File: src/rtl/hazard_scoreboard.sv
// Tracks in-flight register writes after ID and returns a stall request or EXE forwarding selects.
// Latency: stall/fwd_sel are combinational from ID inputs and the entry pipeline; entries advance every cycle.
// Backpressure: stall freezes IF/ID and injects a bubble into EXE; post-ID stages never stall.
module hazard_scoreboard #(
    parameter int REG_W    = 4,
    parameter int STAGES   = 2,
    parameter int FWD_EN   = 1,
    parameter int LOAD_LAT = 1,
    parameter int CNT_W    = 16,
    parameter int SW       = $clog2(STAGES + 1)
) (
    input  logic             clk,
    input  logic             rst,
    input  logic             id_valid,
    input  logic [REG_W-1:0] id_src1,
    input  logic             id_src1_en,
    input  logic [REG_W-1:0] id_src2,
    input  logic             id_src2_en,
    input  logic [REG_W-1:0] id_dest,
    input  logic             id_wb_en,
    input  logic             id_mem_r_en,
    input  logic             flush,
    output logic             stall,
    output logic [SW-1:0]    fwd_sel1,
    output logic [SW-1:0]    fwd_sel2,
    output logic [CNT_W-1:0] stall_cnt
);

    typedef struct packed {
        logic             v;
        logic [REG_W-1:0] dest;
        logic             wb;
        logic             ld;
    } entry_t;

    entry_t e [1:STAGES];

    logic          hit1, hit2;
    logic          blk1, blk2;
    logic [SW-1:0] sel1, sel2;

    // Walk oldest to youngest so the youngest matching stage overrides.
    always_comb begin
        hit1 = 1'b0;
        hit2 = 1'b0;
        blk1 = 1'b0;
        blk2 = 1'b0;
        sel1 = '0;
        sel2 = '0;
        for (int k = STAGES; k >= 1; k--) begin
            if (e[k].v && e[k].wb && id_src1_en && (e[k].dest == id_src1)) begin
                hit1 = 1'b1;
                sel1 = SW'(k);
                blk1 = e[k].ld && (k <= LOAD_LAT);
            end
            if (e[k].v && e[k].wb && id_src2_en && (e[k].dest == id_src2)) begin
                hit2 = 1'b1;
                sel2 = SW'(k);
                blk2 = e[k].ld && (k <= LOAD_LAT);
            end
        end
    end

    always_comb begin
        stall    = 1'b0;
        fwd_sel1 = '0;
        fwd_sel2 = '0;
        if (FWD_EN != 0) begin
            stall    = id_valid && (blk1 || blk2);
            fwd_sel1 = sel1;
            fwd_sel2 = sel2;
        end else begin
            stall = id_valid && (hit1 || hit2);
        end
    end

    always_ff @(posedge clk) begin
        if (rst) begin
            for (int k = 1; k <= STAGES; k++) begin
                e[k] <= '0;
            end
            stall_cnt <= '0;
        end else begin
            for (int k = STAGES; k >= 2; k--) begin
                e[k] <= e[k-1];
            end
            e[1].v    <= id_valid && !stall && !flush;
            e[1].dest <= id_dest;
            e[1].wb   <= id_wb_en;
            e[1].ld   <= id_mem_r_en;
            if (stall && (stall_cnt != {CNT_W{1'b1}})) begin
                stall_cnt <= stall_cnt + 1'b1;
            end
        end
    end

endmodule

File: config.mk
export PLATFORM = sky130hd
export DESIGN_NAME = hazard_scoreboard
export DESIGN_NICKNAME = d
export VERILOG_FILES = /design/src/rtl/hazard_scoreboard.sv
export SDC_FILE = /design/constraint.sdc
export NUM_CORES = 1
export LEC_CHECK = 0
export BUFFER_PORTS_ARGS = -buffer_cell sky130_fd_sc_hd__buf_2
export CORE_ASPECT_RATIO = 1.25
export CORE_MARGIN = 2
export CORE_UTILIZATION = 46
export DETAILED_ROUTE_END_ITERATION = 10
export GPL_ROUTABILITY_DRIVEN = 1
export PLACE_DENSITY = 0.75
export SETUP_SLACK_MARGIN = 0.2
export SYNTH_ARGS = -nofsm -noshare
export SYNTH_HDL_FRONTEND = slang
export SYNTH_SLANG_ARGS = --single-unit
File: constraint.sdc
create_clock -name clk -period 1.9 [get_ports clk]
set_input_delay 0.285 -clock clk [delete_from_list [all_inputs] [get_ports clk]]
set_output_delay 0.285 -clock clk [all_outputs]
set_load 0.03 [all_outputs]
==> run metrics, run 1 <==
Top Family by Delay on Critical Path simple AND/OR/NAND/NOR gates; ranking of synthesized cells by area dfxtp_1 39%, nor2b_1 5.9%, xnor2_1 4.7%, xor2_1 4.7%, o31ai_1 4.5%; Core Footprint 0.003166 mm^2; max-slew violation count 0; Yosys top cell area share 38.80%; ant diodes 0; Final Cycle Share 100.3%; total iterations of the first detailed-routing run 4; Internal Power approximately 0.94 mW; Synth warnings 0; first-pass GRT wire length approximately 6600 um; failing checks negative setup slack; peak supply drop around 0.53 mV; power share of the clock group 38.7%; final setup vio count 1; Routability Congestion 0.7465; outcome complete, but fails checks; FMAX 525.0 MHz; worst-path fanout max 3; I/O pin total 41; Die Area 0.003728 mm^2; Post-Synth XOR/XNOR Area 9.365%; commonest cells after routing, fill and taps aside 36 x buf_2, 21 x buf_4, 14 x nor2b_1, 13 x dfxtp_2, 12 x dfxtp_1; Die Y 67.77 um; initial antenna violation count 0; Power Density roughly 540 mW/mm^2; layout cell share with drive strength beyond 1 59.39%; clk sinks 29; Max Clock Skew 1.931 ps; Final WS setup -4.853 ps; sw frac 24.99%; main combinational cell family by area after synthesis simple AND/OR/NAND/NOR gates; Via density 5.797; Comb pwr share 10.6%; largest net degree at the start of global routing 28; flop2flop setup slack 30 ps; H-tree depth 2; via count 1542; Syn-to-layout area delta 55.35%; share of the yosys chip area belonging to registers about two fifths; CTS root buffer clkbuf_8; flops & latches, synth 29; CTS Buf Count 5; grt total ovfl 0; HP Class primary input to register; mux cell area share after synthesis 2.926%; Hold Fails Final Rpt 0; Setup CP Type register to output port; Worst slew margin 62.73%; number of enable flip-flop cells after synthesis 0; ys flop type dfxtp_1; Synth Area in Adders 0.8361%; DP Wirelength about 2700 um; Crit path largest cell delay 340 ps; CTS tree built; Synth Area per Inst 8.961 um^2; Cells after Synth 167; antenna viol nets, final 0; Netlist Area Pre-Place between 0.001 and 0.0015 mm^2; sequential share of power 50.7%; CP max stage cell dfxtp_2; final critical-path required period roughly 1900 ps; Synth Net Count roughly 190; Synth Area in Simple Gates between 30% and 40%; Post-Route WL 4507 um; crit end category output port; vias in the first global route roughly 1.5k; unrepaired setup endpoints after global routing yes; port bufs 40; WL/cell about 17 um; worst hold margin about 210 ps; Max Cap Violations 0; commonest non-fill, non-tap cell in the layout buf_2; Leak 0.9018 nW; Psw slightly above 0.3 mW; CP Buf/Inv Count 2; post-synthesis compound-gate area fraction 12.21%; Die Wd 55.02 um; post-synth cell types 38; Clk pin slew, worst setup/hold paths about 60 ps; Max Buffers Root-to-Sink 2; crit path cell chain xor2_2 > nor3_4 > buf_4 > nor3b_4 > nor3_2 > buf_4; crit-path most repeated cell buf_4; Nets 249; Post-Place Cells around 250; Critical Path AT 1620 ps; Synth area leader dfxtp_1; final std cells w/o fill 266; FP Rows 23; fraction of registers with async set/reset 0%; All-Layer GR Usage 25.11%; DR iter-0 viols 15; Least-Margin Pin Slew between 500 and 600 ps; CTS Hold Bufs 0; # DRC 0; Worst Setup Start Kind register; worst-skew pair later-pin latency 280 ps; effective utilization at floorplan 47.27%; critical path required time roughly 1600 ps
## final timing paths
path	from	endpoint	cells after the start
setup / recovery	e[1][4]$_SDFF_PP0_	fwd_sel2[1]	6
hold / removal	id_dest[3]	e[1][5]$_SDFF_PP0_	2
setup reg to reg	e[1][4]$_SDFF_PP0_	stall_cnt[9]$_SDFFE_PP0P_	7
hold reg to reg	stall_cnt[9]$_SDFFE_PP0P_	stall_cnt[9]$_SDFFE_PP0P_	2
## final cells by class
type / instances / area, um^2
Multi-Input combinational cell: 128 / 1197
Fill cell: 239 / 840.8
Sequential cell: 29 / 611.8
Timing Repair Buffer: 60 / 371.6
Clock buffer: 6 / 72.57
Tap cell: 37 / 46.29
Inverter: 4 / 15.01
Clock inverter: 2 / 10.01
## state kept, by name (all words and copies together) (netlist names)
register   flops
stall_cnt     16
e             13
## layer usage
metal,wire length (um),track usage (%),vias up,part of all wire (%)
met4,85,11.59,0,1.9
li1,-,-,727,-
met3,231,6.858,10,5.1
met1,1718,27.01,755,38
met5,0,0,-,0
met2,2470,44.20,50,55
## metrics by stage
step	TNS (ps)	setup slack, ps	instance area, um^2	power, mW	utilization (%)
detailed placement	-154.0	-44.22	1853	0.7446	58.54
CTS	0	23.69	2153	1.252	68.02
global placement	0	16.04	1853	0.7394	58.54
global route	-144.3	-64.03	2325	1.295	73.44
finish	-4.853	-4.853	2325	1.248	73.44
floorplan	0	150.2	1575	0.6965	-
## synth_stat cells (all sizes together), types with 3 or more instances
cell and instances:
dfxtp 29, nor2b 14, a21oi 12, nand3 12, nor2 9, o31ai 9
or4 9, nor3 8, xnor2 8, xor2 8, nand2 7, clkbuf 4
inv 4, and4 3, buf 3, mux2 3, nand4 3
## power groups by stage
stage | sequential (mW) | clock [mW] | combinational [mW]
5_1_grt | 0.634 | 0.519 | 0.142
2_1_floorplan | 0.639 | 0 | 0.0570
4_1_cts | 0.632 | 0.497 | 0.123
6_report | 0.633 | 0.483 | 0.133
3_3_place_gp | 0.641 | 0 | 0.0986
3_5_place_dp | 0.643 | 0 | 0.102
## cells by family (layout without fill, tap and decap cells)
kind of cell               after synthesis  in the layout
and+or+nand+nor                         79             79
DFF                                     29             29
AOI/OAI and AO/OA                       27             28
xor gates and xnor gates                16             16
buffers and inverters                   11             72
muxes                                    4              4
adders and majority gates                1              1
## worst register-to-register path: cells and delay by family, from the launching register on
| kind | cells | cell delay, ps |
|---|---|---|
| simple gates | 2 | 750 |
| flops | 1 | 340 |
| buf+inv | 2 | 320 |
| compound gates | 2 | 230 |
| xor+xnor | 1 | 160 |
## repair_timing
item                                    CTS  global route
cloned                                    2             0
setup buffers                             4             5
hold endpoints to repair                  0             0
endpoints found under the setup margin   21            21
pin swaps                                29            13
gates resized for setup                  35            27
Note: power is estimated with default switching activity, not from simulation.
==> run 2: changes to the inputs <==
- CAP_MARGIN: default -> 0
- CORE_UTILIZATION: 46 -> 30
- CTS_BUF_LIST: default -> sky130_fd_sc_hd__clkbuf_4
- PLACE_DENSITY: 0.75 -> 0.53
==> run metrics, run 2 (synthesis gave the netlist of run 1 again) <==
outcome complete, no violations; Power Density 497.9 mW/mm^2; Core Footprint 0.004765 mm^2; Crit path largest cell delay 370 ps; crit end category output port; met3 Resource Use GR 4.607%; Design Area, Final 0.002226 mm^2; peak supply drop 0.2747 mV; Max Cap Violations 0; DP Wirelength 2694 um; CTS Buf Count 5; I/O pin total 41; total power between 1 and 1.5 mW; Final Cycle Share 98.90%; HP Class primary input to register; DP Worst Slack -125.9 ps; Worst Setup Start Kind register; Nets 253; worst hold margin 169.6 ps; vias in the first global route 1372; FP Rows 28; largest reg by FF count stall_cnt; FMAX 532.1 MHz; Sequential cell area 611.8 um^2; initial antenna violation count 0; Critical Path AT 1590 ps; final core occ 46.72%; antenna viol nets, final 0; first-pass GRT wire length 5892 um; WL/cell about 13 um; total iterations of the first detailed-routing run 4; worst-path fanout max 3; Max Clock Skew between 9 and 10 ps; via count about 1.4k; biggest regs stall_cnt: 16 flops, e: 13 flops; final critical-path required period 1879 ps; grt total ovfl 0; max-slew violation count 0; Die Y 82.97 um; # DRC 0; Post-Place Cells 280; Via density 4.942; CTS root buffer clkbuf_4; GRT met1 Usage 15.01%; Post-Route WL 3795 um; Syn-to-layout area delta 48.75%; CTS tree built; commonest non-fill, non-tap cell in the layout buf_2; All-Layer GR Usage 13.73%; Worst slew margin 64.75%; Hold Fails Final Rpt 0; CP max stage cell dfxtp_4; DR iter-0 viols 36; H-tree depth 2; final setup vio count 0; Die Wd approximately 67 um; port bufs 40; Clk pin slew, worst setup/hold paths 80 ps; fillcell total 490; Multi-input gate area 0.001066 mm^2; Least-Margin Pin Slew 528.7 ps; Final WS setup 20.81 ps; effective utilization at floorplan a little under a third; crit path cell chain xor2_2 > nor3_2 > buf_4 > and2_4 > nor3_2 > buf_4; grt peak-use layer met2; final std cells w/o fill between 200 and 300; Worst R2R Path Depth 6; layout cell share with drive strength beyond 1 around 54%; Routability Congestion 0.6712; Hold Crit Depth 2; Leak 0.8364 nW; critical path required time 1620 ps; CTS Hold Bufs 0; final setup TNS 0 ps; Setup CP Type register to output port; largest net degree at the start of global routing 29; Die Area 0.005573 mm^2; Max Buffers Root-to-Sink 2; Placed Area 0.001957 mm^2; clk sinks 29; met2 track demand over resource 23.85%; ant diodes 0; commonest cells after routing, fill and taps aside 35 x buf_2, 28 x buf_4, 14 x nor2b_1, 13 x dfxtp_2, 12 x dfxtp_1; Largest register FFs 16; unrepaired setup endpoints after global routing yes; worst-skew pair later-pin latency 330 ps
[run 2: cell types whose count changed in the layout (fill, tap and decap cells not counted), sizes merged]
| cell | change |
|---|---|
| buf | +5 |
| a32oi | -1 |
| clkinv | +1 |
| clkbuf | -1 |
[run 2: critical path, delay by kind of cell (launching register included)]
| kind | cells | cell delay, ps |
|---|---|---|
| buffers and inverters | 2 | 330 |
| AND/OR/NAND/NOR | 3 | 430 |
| flip-flops | 1 | 370 |
| XOR/XNOR | 1 | 140 |
[run 2: metal layers]
layer  routed length (um)  part of all wire [%]
met5                    0                     0
met4                   58                   1.5
met3                  218                   5.7
met2                 1944                    51
met1                 1574                    41
[run 2: layout make-up]
type | count | area share (%)
repair buffers | 65 | 18.32
clock inverters | 3 | 0.5621
clock buffers | 5 | 1.686
well taps | 60 | 3.373
flip-flops and latches | 29 | 27.49
multi-input cells | 127 | 47.89
inverters | 4 | 0.6745
[run 2: what timing repair did]
action	4_1_cts	5_1_grt
buffers inserted	3	2
pin swaps	11	11
cloned	0	0
endpoints found under the setup margin	21	21
gates resized for setup	20	21
[run 2: path summary, 6_finish.rpt]
path / startpoint / end / slack (ps)
setup / recovery: e[1][5]$_SDFF_PP0_ / fwd_sel1[1] / 20
hold / removal: id_dest[3] / e[1][5]$_SDFF_PP0_ / 170
setup reg to reg: e[1][5]$_SDFF_PP0_ / stall_cnt[5]$_SDFFE_PP0P_ / 50
hold reg to reg: e[1][6]$_SDFF_PP0_ / e[2][6]$_SDFF_PP0_ / 490
[run 2: power breakdown]
| group | internal (mW) | switching [mW] |
|---|---|---|
| logic | 0.0700 | 0.0595 |
| registers | 0.616 | 0.0133 |
| clock network | 0.133 | 0.216 |
| total | 0.820 | 0.289 |
==> run 3: changes to the inputs <==
- CORE_UTILIZATION: 30 -> 35
- PLACE_DENSITY: 0.53 -> 0.6
==> run metrics, run 3 (synthesis gave the netlist of run 1 again) <==
outcome complete, but fails checks; failing checks negative setup slack; All-Layer GR Usage 17.92%; Psw 0.2963 mW; peak supply drop roughly 0.4 mV; sequential share of power 49.4%; DP Wirelength 2659 um; first-pass GRT wire length between 6000 and 7000 um; port bufs 40; largest net degree at the start of global routing 27; Worst slew margin between 60% and 70%; Setup CP Type register to output port; biggest regs stall_cnt: 16 flops, e: 13 flops; DP Worst Slack -37.51 ps; final setup TNS -38.34 ps; Placed Area 0.001937 mm^2; FP Rows 26; Post-Route WL between 4000 and 5000 um; final critical-path required period 1927 ps; Comb pwr share around 11%; Max Clock Skew a little under 9 ps; Least-Margin Pin Slew 503.9 ps; Internal Power 0.9774 mW; worst-path fanout max 3; Post-Place Cells approximately 270; Leak 0.9607 nW; Die Y 77.11 um; Max Cap Violations 0; layout cell share with drive strength beyond 1 between 60% and 70%; ant diodes 0; Via density 5.093; vias in the first global route about 1.5k; grt total ovfl 0; effective utilization at floorplan approximately 37%; largest reg by FF count stall_cnt; # DRC 0; Largest register FFs 16; Hold Fails Final Rpt 0; Die Wd 62.49 um; WL/cell 13.86 um; sw frac between 20% and 30%; worst-skew pair later-pin latency 330 ps; Final WS setup -26.85 ps; final std cells w/o fill 300; Worst Setup Start Kind register; Clk pin slew, worst setup/hold paths 90 ps; commonest cells after routing, fill and taps aside 35 x buf_2, 30 x buf_4, 14 x nor2b_1, 12 x dfxtp_1; critical path required time approximately 1600 ps; final setup vio count 2; HP Class primary input to register; crit end category output port; FMAX 519.0 MHz; I/O pin total between 40 and 50; CTS tree built; Power Density 498.0 mW/mm^2; fillcell total 349; Final Cycle Share 101.4%; Nets 264; clk sinks 29; via count 1528; Critical Path AT 1640 ps; CTS Buf Count 5; antenna viol nets, final 0; Design Area, Final 0.002557 mm^2; Core Footprint approximately 0.0041 mm^2; Syn-to-layout area delta 70.90%; unrepaired setup endpoints after global routing yes; DR iter-0 viols 38; Die Area 0.004818 mm^2; Max Buffers Root-to-Sink 2; power share of the clock group 39.5%; H-tree depth 2; commonest non-fill, non-tap cell in the layout buf_2; Routability Congestion 0.7603; total iterations of the first detailed-routing run 4; initial antenna violation count 0; total power 1.274 mW; max-slew violation count 0; CTS root buffer clkbuf_4
[run 3: final timing paths]
kind                                         start  slack [ps]                         to  depth (start not counted)
worst max-delay path            e[1][2]$_SDFF_PP0_         -30                fwd_sel2[1]                          6
worst min-delay path                    id_dest[3]         160         e[1][5]$_SDFF_PP0_                          2
worst max register to register  e[1][2]$_SDFF_PP0_          10  stall_cnt[7]$_SDFFE_PP0P_                          8
worst min register to register  e[1][6]$_SDFF_PP0_         490         e[2][6]$_SDFF_PP0_                          1
[run 3: power by group through the flow]
| stage | sequential [mW] | clock [mW] | combinational, mW |
|---|---|---|---|
| global placement | 0.642 | 0 | 0.114 |
| CTS | 0.630 | 0.517 | 0.137 |
| global route | 0.631 | 0.559 | 0.153 |
| finish | 0.629 | 0.503 | 0.142 |
| detailed placement | 0.642 | 0 | 0.116 |
| floorplan | 0.639 | 0 | 0.0570 |
[run 3: repair_timing]
| action | CTS | global route |
|---|---|---|
| buffers inserted | 10 | 6 |
| resized for setup | 46 | 37 |
| gates cloned | 2 | 0 |
| setup endpoints to repair | 21 | 21 |
| pin swaps | 33 | 20 |
| endpoints found under the hold margin | 0 | 0 |
| hold buffers | 0 | 0 |
[run 3: layout make-up]
cell class	instances	area [um^2]	area share, %
timing repair buffer	75	521.8	20.40
tap	56	70.07	2.740
clock buffer	6	45.04	1.761
inverter	4	15.01	0.5871
clock inverter	2	33.78	1.321
sequential	29	619.3	24.22
multi-input combinational	128	1252	48.97
[run 3: worst max-delay path, cell delays in order (launching register included)]
cell and delay, ps:
dfxtp_4 380, xor2_4 150, nor3_4 220, buf_6 120, nor3b_4 200, nor3_2 60
buf_4 160
[run 3: per-stage QoR]
stage | util [%] | hold slack (ps)
3_3_place_gp | 47.25 | 465.0
5_1_grt | 62.39 | 144.4
6_report | 62.39 | 161.9
3_5_place_dp | 47.25 | 470.7
4_1_cts | 56.75 | 158.9
2_1_floorplan | - | 413.2
[run 3: metal layers]
layer | share of wire (%) | vias to the layer above | track usage [%]
met5 | 0 | - | 0
met1 | 40 | 716 | 20.35
met3 | 4.9 | 10 | 4.692
li1 | - | 762 | -
met4 | 2.5 | 0 | 6.889
met2 | 53 | 40 | 31.83
